--- config.mk ---
export PLATFORM = sky130hd
export DESIGN_NAME = ps2_kbd_fifo
export DESIGN_NICKNAME = d
export VERILOG_FILES = /design/src/rtl/ps2_kbd_fifo.sv
export SDC_FILE = /design/constraint.sdc
export NUM_CORES = 1
export LEC_CHECK = 0
export BUFFER_PORTS_ARGS = -buffer_cell sky130_fd_sc_hd__buf_2
export CAP_MARGIN = 20
export CORE_MARGIN = 4
export CORE_UTILIZATION = 50
export CTS_CLUSTER_DIAMETER = 150
export CTS_CLUSTER_SIZE = 20
export DETAILED_ROUTE_END_ITERATION = 8
export PLACE_DENSITY_LB_ADDON = 0.25
export SLEW_MARGIN = 40
export SYNTH_ARGS = -nofsm -noshare
export SYNTH_HDL_FRONTEND = slang
export SYNTH_SLANG_ARGS = --single-unit
--- constraint.sdc ---
create_clock -name clk -period 3.1 [get_ports clk]
set_input_delay 0.31 -clock clk [delete_from_list [all_inputs] [get_ports clk]]
set_output_delay 0.31 -clock clk [all_outputs]
set_load 0.03 [all_outputs]
--- src/rtl/ps2_kbd_fifo.sv ---
// ps2_kbd_fifo: Wishbone-slave PS/2 keyboard receiver with keycode FIFO.
// Samples PS2_CLK/PS2_DATA in the clk domain, checks start/parity/stop,
// folds E0 (extended) and F0 (break) prefixes into one entry and queues
// entries for software.
// Optional build macro: PS2_KBD_IRQ_EN enables the level interrupt and the
// RW CTRL[1] irq_en bit; without it irq_o is tied low.
`timescale 1ns/1ps
module ps2_kbd_fifo #(
    parameter int FIFO_DEPTH     = 8,
    parameter int TIMEOUT_CYCLES = 50000,
    parameter int SYNC_STAGES    = 2
) (
    input  logic        clk,
    input  logic        wb_rst_n,
    input  logic        PS2_CLK,
    input  logic        PS2_DATA,
    input  logic        wb_cyc_i,
    input  logic        wb_stb_i,
    input  logic        wb_we_i,
    input  logic [31:0] wb_adr_i,
    input  logic [31:0] wb_dat_i,
    input  logic [3:0]  wb_sel_i,
    output logic [31:0] wb_dat_o,
    output logic        wb_ack_o,
    output logic        wb_err_o,
    output logic        irq_o
);

    localparam int AW = (FIFO_DEPTH > 1) ? $clog2(FIFO_DEPTH) : 1;
    localparam int TW = $clog2(TIMEOUT_CYCLES + 1);
    localparam logic [AW:0]   FULL_CNT = FIFO_DEPTH[AW:0];
    localparam logic [TW-1:0] TO_LAST  = TW'(TIMEOUT_CYCLES - 1);

    typedef enum logic [1:0] {
        S_IDLE   = 2'd0,
        S_DATA   = 2'd1,
        S_PARITY = 2'd2,
        S_STOP   = 2'd3
    } rx_state_t;

    // ------------------------------------------------------------------
    // Synchronisers and PS2_CLK falling-edge detect
    // ------------------------------------------------------------------
    logic [SYNC_STAGES-1:0] clk_sync;
    logic [SYNC_STAGES-1:0] dat_sync;
    logic                   clk_prev;
    logic                   ps2_fall;
    logic                   ps2_din;

    // Bring the asynchronous PS/2 lines into the clk domain (idle high)
    always_ff @(posedge clk) begin
        if (!wb_rst_n) begin
            clk_sync <= '1;
            dat_sync <= '1;
            clk_prev <= 1'b1;
        end else begin
            clk_sync <= {clk_sync[SYNC_STAGES-2:0], PS2_CLK};
            dat_sync <= {dat_sync[SYNC_STAGES-2:0], PS2_DATA};
            clk_prev <= clk_sync[SYNC_STAGES-1];
        end
    end

    assign ps2_fall = clk_prev & ~clk_sync[SYNC_STAGES-1];
    assign ps2_din  = dat_sync[SYNC_STAGES-1];

    // ------------------------------------------------------------------
    // Receiver FSM
    // ------------------------------------------------------------------
    rx_state_t     state;
    rx_state_t     state_nxt;
    logic [2:0]    bit_cnt;
    logic [7:0]    shreg;
    logic          par_bit;
    logic [TW-1:0] to_cnt;
    logic          timeout;
    logic          par_ok;
    logic          frame_ok;
    logic          perr_evt;
    logic          ferr_evt;
    logic          rx_en;

    assign timeout = (state != S_IDLE) && !ps2_fall && (to_cnt >= TO_LAST);
    assign par_ok  = ^{shreg, par_bit};

    // State register
    always_ff @(posedge clk) begin
        if (!wb_rst_n) begin
            state <= S_IDLE;
        end else begin
            state <= state_nxt;
        end
    end

    // Next-state logic: advance one step per PS2_CLK falling edge
    always_comb begin
        state_nxt = state;
        if (!rx_en || timeout) begin
            state_nxt = S_IDLE;
        end else if (ps2_fall) begin
            case (state)
                S_IDLE:   if (!ps2_din) state_nxt = S_DATA;
                S_DATA:   if (bit_cnt == 3'd7) state_nxt = S_PARITY;
                S_PARITY: state_nxt = S_STOP;
                S_STOP:   state_nxt = S_IDLE;
                default:  state_nxt = S_IDLE;
            endcase
        end
    end

    // Frame outcome decode, valid on the stop-bit edge or on timeout
    always_comb begin
        frame_ok = 1'b0;
        perr_evt = 1'b0;
        ferr_evt = 1'b0;
        if (rx_en) begin
            if (state == S_STOP && ps2_fall) begin
                frame_ok = ps2_din & par_ok;
                perr_evt = ~par_ok;
                ferr_evt = ~ps2_din;
            end
            if (timeout) begin
                ferr_evt = 1'b1;
            end
        end
    end

    // Receiver datapath: shift register, bit counter, inactivity counter
    always_ff @(posedge clk) begin
        if (!wb_rst_n) begin
            bit_cnt <= '0;
            shreg   <= '0;
            par_bit <= 1'b0;
            to_cnt  <= '0;
        end else begin
            if (ps2_fall || state == S_IDLE) begin
                to_cnt <= '0;
            end else if (to_cnt < TO_LAST) begin
                to_cnt <= to_cnt + 1'b1;
            end
            if (ps2_fall) begin
                case (state)
                    S_IDLE:   bit_cnt <= '0;
                    S_DATA: begin
                        shreg   <= {ps2_din, shreg[7:1]};
                        bit_cnt <= bit_cnt + 1'b1;
                    end
                    S_PARITY: par_bit <= ps2_din;
                    default:  ;
                endcase
            end
        end
    end

    // ------------------------------------------------------------------
    // Prefix folding
    // ------------------------------------------------------------------
    logic       ext;
    logic       rel;
    logic       push_req;
    logic [9:0] push_data;

    assign push_req  = frame_ok && (shreg != 8'hE0) && (shreg != 8'hF0);
    assign push_data = {rel, ext, shreg};

    // Track E0/F0 prefixes until a real code (or an error) consumes them
    always_ff @(posedge clk) begin
        if (!wb_rst_n) begin
            ext <= 1'b0;
            rel <= 1'b0;
        end else if (perr_evt || ferr_evt) begin
            ext <= 1'b0;
            rel <= 1'b0;
        end else if (frame_ok) begin
            if (shreg == 8'hE0) begin
                ext <= 1'b1;
            end else if (shreg == 8'hF0) begin
                rel <= 1'b1;
            end else begin
                ext <= 1'b0;
                rel <= 1'b0;
            end
        end
    end

    // ------------------------------------------------------------------
    // Wishbone decode
    // ------------------------------------------------------------------
    logic       bus_req;
    logic       bus_rd;
    logic       bus_wr;
    logic [1:0] reg_sel;

    // ~wb_ack_o forces a dead cycle so each access gets exactly one ack
    assign bus_req = wb_cyc_i & wb_stb_i & ~wb_ack_o;
    assign bus_rd  = bus_req & ~wb_we_i;
    assign bus_wr  = bus_req &  wb_we_i;
    assign reg_sel = wb_adr_i[3:2];

    // ------------------------------------------------------------------
    // Keycode FIFO
    // ------------------------------------------------------------------
    logic [9:0]    mem [0:FIFO_DEPTH-1];
    logic [AW-1:0] wr_ptr;
    logic [AW-1:0] rd_ptr;
    logic [AW:0]   count;
    logic          empty;
    logic          full;
    logic          flush;
    logic          pop;
    logic          push_ok;

    assign empty   = (count == '0);
    assign full    = (count == FULL_CNT);
    assign flush   = bus_wr && (reg_sel == 2'd2) && wb_dat_i[2];
    assign pop     = bus_rd && (reg_sel == 2'd0) && !empty;
    assign push_ok = push_req && !full && !flush;

    // Entry storage
    always_ff @(posedge clk) begin
        if (push_ok) begin
            mem[wr_ptr] <= push_data;
        end
    end

    // Pointers and occupancy; flush wins over a concurrent push
    always_ff @(posedge clk) begin
        if (!wb_rst_n || flush) begin
            wr_ptr <= '0;
            rd_ptr <= '0;
            count  <= '0;
        end else begin
            if (push_ok) wr_ptr <= wr_ptr + 1'b1;
            if (pop)     rd_ptr <= rd_ptr + 1'b1;
            case ({push_ok, pop})
                2'b10:   count <= count + 1'b1;
                2'b01:   count <= count - 1'b1;
                default: ;
            endcase
        end
    end

    // ------------------------------------------------------------------
    // Sticky status flags and control register
    // ------------------------------------------------------------------
    logic ovf;
    logic perr;
    logic ferr;
    logic status_wr;
    logic ctrl_wr;
    logic irq_en_rd;

    assign status_wr = bus_wr && (reg_sel == 2'd1);
    assign ctrl_wr   = bus_wr && (reg_sel == 2'd2);

    // Sticky flags: a hardware set in the same cycle beats a W1C
    always_ff @(posedge clk) begin
        if (!wb_rst_n) begin
            ovf  <= 1'b0;
            perr <= 1'b0;
            ferr <= 1'b0;
        end else begin
            ovf  <= (push_req && full && !flush) | (ovf  & ~(status_wr & wb_dat_i[2]));
            perr <= perr_evt                     | (perr & ~(status_wr & wb_dat_i[3]));
            ferr <= ferr_evt                     | (ferr & ~(status_wr & wb_dat_i[4]));
        end
    end

    // Receiver enable
    always_ff @(posedge clk) begin
        if (!wb_rst_n) begin
            rx_en <= 1'b1;
        end else if (ctrl_wr) begin
            rx_en <= wb_dat_i[0];
        end
    end

`ifdef PS2_KBD_IRQ_EN
    logic irq_en;
    logic irq_r;

    // Interrupt enable and registered level interrupt (lags FIFO by a cycle)
    always_ff @(posedge clk) begin
        if (!wb_rst_n) begin
            irq_en <= 1'b0;
            irq_r  <= 1'b0;
        end else begin
            if (ctrl_wr) irq_en <= wb_dat_i[1];
            irq_r <= irq_en & ~empty;
        end
    end

    assign irq_en_rd = irq_en;
    assign irq_o     = irq_r;
`else
    assign irq_en_rd = 1'b0;
    assign irq_o     = 1'b0;
`endif

    // ------------------------------------------------------------------
    // Read mux and bus response
    // ------------------------------------------------------------------
    logic [31:0] rdata;
    logic [7:0]  count_b;

    assign count_b = 8'(count);

    // Select register contents for the current read
    always_comb begin
        rdata = '0;
        case (reg_sel)
            2'd0:    rdata = empty ? 32'h0 : {1'b1, 21'h0, mem[rd_ptr]};
            2'd1:    rdata = {16'h0, count_b, 3'b000, ferr, perr, ovf, full, empty};
            2'd2:    rdata = {29'h0, 1'b0, irq_en_rd, rx_en};
            default: rdata = '0;
        endcase
    end

    // Registered acknowledge and read data
    always_ff @(posedge clk) begin
        if (!wb_rst_n) begin
            wb_ack_o <= 1'b0;
            wb_dat_o <= '0;
        end else begin
            wb_ack_o <= bus_req;
            wb_dat_o <= bus_rd ? rdata : 32'h0;
        end
    end

    assign wb_err_o = 1'b0;

    logic unused_bits;
`ifdef PS2_KBD_IRQ_EN
    assign unused_bits = ^{wb_sel_i, wb_adr_i[31:4], wb_adr_i[1:0], wb_dat_i[31:5]};
`else
    assign unused_bits = ^{wb_sel_i, wb_adr_i[31:4], wb_adr_i[1:0], wb_dat_i[31:5], wb_dat_i[1]};
`endif

endmodule

==> out/metrics.yaml, run 1 <==
grt:
  gr-usage-met2_pct: 29.7
  top_usage_layer: "met2"
  grt_pass1_wl_mm: 19.2
  grt.total_usage_pct: 17.5
  use_met3_pct: 4.62
  overflow: 0
  antenna_found_initial: 0
  grt_start_max_net_pins: 21
  grt_pass1_vias: 3778
  met1_usage_pct: 21.1
power_and_ir_drop:
  vdd_drop_max_mv: 0.420
  power_w: 0.00407
  powerDensity_mw_per_mm2: 564
  leakagePower_nw: 2.63
logic_synthesis:
  syn_area_mm2: 0.00626
  async_reset_ff_share_pct: 0
  yosys.area_share.simple_pct: 13.1
  synth_largest_area_cell: "edfxtp_1"
  synth_compound_area_share_pct: 5.80
  synth_cell_type_count: 57
  ys_seq_elements: 148
  synth_top_area_share_pct: 38.4
  synth.most_common_cell: "edfxtp_1"
  synth_xor_area_share_pct: 4.16
  postSynthCellCount: 485
  synth_commonest_cells: "80 x edfxtp_1, 68 x dfxtp_1, 54 x nor2_1, 32 x nand2_1, 22 x a21oi_1"
  synthFlopType: "edfxtp_1"
  synth_top_family_by_area: "simple AND/OR/NAND/NOR gates"
  synth_area_leaders: "edfxtp_1 38%, dfxtp_1 22%, mux4_2 7.2%"
  avgSynthCellArea_um2: 12.9
  synthAdderAreaFrac_pct: 2.40
  yosys_warnings: 0
  synth_edf_count: 80
  synthMuxAreaShare_pct: 9.97
  synth_seq_area_share_pct: 60.1
clock_tree:
  htree_levels: 4
  clock_path_buffers: 2
  clk_pin_slew_ns: 0.06
  cts_buffers: 17
  clock_sinks: 148
  cts_tree: "done"
  clockRootBuffer: "clkbuf_16"
  cts_hold_buffers: 0
  insertion_delay_ns: 0.42
  cts_resized: 0
  cts_setup_buffers: 0
finish:
  final_cells: 717
  num-nets-final: 623
  antenna_cells: 0
  nFillCells: 985
  multi_input_area_mm2: 0.00232
  syn_to_final_growth_pct: 15.4
  drive_above_1_share_pct: 23.0
  seq_area_mm2: 0.00376
setup_path:
  critical-path-max-stage-delay_ns: 0.51
  arrival_ns: 3.18
  crit_type: "reg -> reg"
  worstPathRequired_ns: 3.45
  crit_slowest_cell: "xnor3_1"
  crit_buf_inv: 0
  cp_top_family: "XOR/XNOR gates"
  path_cells: "xnor2_1 > xnor3_1 > xnor2_4 > nand3_2 > ha_1 > xor2_1 > ha_1 > a21oi_1 > xor2_1 > or3_1 > a21oi_1"
  cp_max_fo: 8
  crit_path_start_kind: "flip-flop"
  critPathCaptureType: "flip-flop"
timing:
  fin_skew_ns: 0.00886
  fin_hold_ws_ns: 0.0899
  worst_pin_slew_ns: 0.764
  period_share_pct: 91.2
  setup_slack_ns: 0.272
  slew_violations: 0
  hold_viol_final: 0
  fmaxAchievable_mhz: 354
  max-slew-margin-rel_pct: 49.0
  period_needed_ns: 2.83
  rsz0062_at_grt: "no"
  report.final.setup_viol: 0
  finalSetupTns_ns: 0
placed_design:
  dpl.cell_count: 685
  io_buffers: 26
  place_hpwl_mm: 7.89
  gp_congestion: 0.834
  pre_cts_ws_ns: 0.252
flow_run:
  cap_violations: 0
min_path:
  min_path_type: "in -> reg"
die:
  core_area_mm2: 0.0121
  die_w_um: 120
  die-area_mm2: 0.0144
  io_pins: 110
  die_y_um: 120
  rows: 40
  initial_utilization_pct: 51.7
routing:
  wl_mm: 11.8
  first_pass_iters: 4
  antenna_left: 0
  routed_via_density: 5.31
  drcViolationCount: 0
  drt_iter0_drc: 291
  routedWlPerCell_um: 16.4
  vias: 3808
run_status:
  status: "finished clean"
registers in the layout, indices dropped and copies added (netlist names), named ones only:
signal / cells
wb_ack_o: 1
wr_ptr: 3
dat_sync: 2
rd_ptr: 3
wb_dat_o: 13
mem: 80
rx_en: 1
count: 4
shreg: 8
ferr: 1
clk_prev: 1
state: 2
to_cnt: 16
bit_cnt: 3
perr: 1
clk_sync: 2
rel: 1
ovf: 1
par_bit: 1
ext: 1
metal layers:
layer / share of wire, % / vias up
met5: 0 / -
met4: 1.5 / 0
met3: 3.7 / 12
met2: 51 / 61
met1: 44 / 1893
li1: - / 1842
cells by family after synthesis:
kind of cell	Yosys count
AND/OR/NAND/NOR	159
flip-flops	148
AO/OA/AOI/OAI	52
buffers and inverters	50
multiplexers	37
XOR/XNOR	26
adder cells (fa/ha/maj)	12
other	1
final timing paths:
path / from / end / slack (ns) / cells past startpoint
hold / removal: PS2_DATA / dat_sync[0] / 0.09 / 2
setup reg to reg: shreg[2] / count[2] / 0.27 / 11
hold reg to reg: clk_sync[0] / clk_sync[1] / 0.41 / 1
setup / recovery: shreg[2] / count[2] / 0.27 / 11
layout by cell type (no fill, tap or decap), types with 14 or more instances in the layout:
cell type,n
nor2_1,53
nand3_1,14
conb_1,21
nand2_1,32
buf_2,26
edfxtp_1,80
mux4_2,20
clkbuf_16,20
xnor2_1,14
dfxtp_1,68
buf_4,24
a21oi_1,22
mux2i_1,14
power breakdown:
part / total [W] / switching (W) / internal, W
combinational: 0.0000806 / 0.0000642 / 0.0000163
clock: 0.00194 / 0.000777 / 0.00116
sequential: 0.00205 / 0.00000197 / 0.00205
stage by stage:
step	instance area, um^2	util [%]
3_3_place_gp	6650	54.9
6_report	7220	59.6
2_1_floorplan	6340	-
3_5_place_dp	6650	54.9
5_1_grt	7220	59.6
4_1_cts	7220	59.6
area by class of cell:
cell class                 count  area share, %
sequential                   148           52.1
multi-input combinational    307           32.1
clock buffer                  21           7.00
timing repair buffer          50           4.30
tap                          168           2.91
clock inverter                11          0.935
inverter                      12          0.624
(Power assumes the default switching activity.)
==> inputs of run 2 (changes only) <==
CORE_UTILIZATION = 60   (was 50)
clock period = 3.6 ns   (was 3.1 ns; I/O delays follow)
==> run 2 against run 1 <==
Compared with the run above: core utilization is 9.8 points higher; clock-buffer cell count increased by 3; register-to-register slack improved by 0.21 ns; routed wire length rose by 2.8%; critical path type unchanged; largest power group unchanged.
==> out/metrics.yaml, run 2 (synthesis results as in run 1) <==
routing:
  routedWlPerCell_um: 17.9
  antenna_left: 0
  vias: 3840
  drt_iter0_drc: 165
  routed_via_density: 5.68
  drcViolationCount: 0
  first_pass_iters: 5
  wl_mm: 12.1
clock_tree:
  htree_levels: 4
  cts_resized: 0
  cts_buffers: 17
  cts_tree: "done"
  cts_setup_buffers: 0
  cts_hold_buffers: 0
  clock_sinks: 148
  insertion_delay_ns: 0.51
  clockRootBuffer: "clkbuf_8"
  clock_path_buffers: 2
  clk_pin_slew_ns: 0.06
setup_path:
  crit_type: "reg -> reg"
  r2r_slack_ns: 0.48
  critPathCaptureType: "flip-flop"
  worstSetupEndpoint: "count[2]"
  r2r_start: "shreg[1]"
  startpoint: "shreg[1]"
  timing.rr.end: "count[2]"
  arrival_ns: 3.57
  cp_max_fo: 12
  ff2ff_path_depth: 11
  crit_path_start_kind: "flip-flop"
  worstPathRequired_ns: 4.04
finish:
  mostFrequentLayoutCells: "80 x edfxtp_1, 67 x dfxtp_1, 53 x nor2_1"
  drive_above_1_share_pct: 21.3
  multi_input_area_mm2: 0.00232
  nFillCells: 701
  fin_util_pct: 69.5
  syn_to_final_growth_pct: 13.5
  num-nets-final: 614
  largest_reg_flops: 80
  reg_top3: "mem x80, to_cnt x16, wb_dat_o x13"
  antenna_cells: 0
  seq_area_mm2: 0.00376
  final_common_cell: "edfxtp_1"
  top_register: "mem"
timing:
  finalSetupTns_ns: 0
  report.final.setup_viol: 0
  slew_violations: 0
  fin_skew_ns: 0.00592
  max-slew-margin-rel_pct: 53.8
  rsz0062_at_grt: "no"
  period_needed_ns: 3.12
  period_share_pct: 86.7
  worst_pin_slew_ns: 0.692
  hold_viol_final: 0
  fmaxAchievable_mhz: 320
die:
  rows: 37
  core_area_mm2: 0.0102
  die_w_um: 110
  io_pins: 110
  die-area_mm2: 0.0121
  die_y_um: 110
  initial_utilization_pct: 61.2
run_status:
  status: "finished clean"
power_and_ir_drop:
  leakagePower_nw: 2.56
  vdd_drop_max_mv: 0.290
  powerDensity_mw_per_mm2: 488
flow_run:
  cap_violations: 0
grt:
  top_usage_layer: "met2"
  grt_pass1_vias: 3830
  overflow: 0
  met1_usage_pct: 25.7
  use_met3_pct: 4.60
  grt.total_usage_pct: 21.7
  grt_pass1_wl_mm: 19.4
  antenna_found_initial: 0
  gr-usage-met2_pct: 38.0
  grt_start_max_net_pins: 21
min_path:
  min_path_type: "in -> reg"
placed_design:
  gp_congestion: 0.804
  place_hpwl_mm: 7.91
  io_buffers: 26
## run 2: critical path: stages, from the launching register on
cell	delay, ns
dfxtp_1	0.59
xnor2_1	0.18
xnor3_1	0.52
xnor2_4	0.31
nand3_2	0.13
ha_1	0.28
xor2_1	0.17
ha_1	0.19
a21oi_1	0.15
xor2_1	0.09
or3_1	0.31
a21oi_1	0.14
## run 2: through the flow
stage	total power, W	cells	hold WS, ns	setup WS [ns]	area, um^2
floorplan	0.00187	505	0.386	0.636	6340
global placement	0.00187	644	0.389	0.615	6540
detailed placement	0.00187	644	0.395	0.483	6540
CTS	0.00348	676	0.00849	0.502	7110
global route	0.00356	676	0.0267	0.327	7110
finish	0.00346	676	0.0292	0.478	7110
## run 2: power by group
part           internal [W]  switching (W)  leakage, nW  total [W]
clock              0.000983       0.000647        0.272    0.00163
sequential          0.00177     0.00000163         1.32    0.00177
combinational     0.0000133      0.0000544        0.969  0.0000677
## run 2: final cells by class
class	instances	share of cell area, %
Clock buffer	24	7.24
Clock inverter	8	0.669
Inverter	12	0.634
Multi-Input combinational cell	307	32.7
Sequential cell	148	53.0
Tap cell	136	2.39
Timing Repair Buffer	41	3.42
## run 2: how the worst min path moves through the flow
stage,start,to,cells after the start
final,PS2_CLK,clk_sync[0],2
after global routing,PS2_CLK,clk_sync[0],2
after CTS,PS2_CLK,clk_sync[0],2
after detailed placement,dat_sync[0],dat_sync[1],1
after global placement,clk_sync[0],clk_sync[1],1
after floorplan,clk_sync[0],clk_sync[1],1
## run 2: layer usage
layer / up-vias / wire [um]
li1: 1818 / -
met5: - / 0
met2: 117 / 6440
met1: 1884 / 4760
met3: 21 / 680
met4: 0 / 215
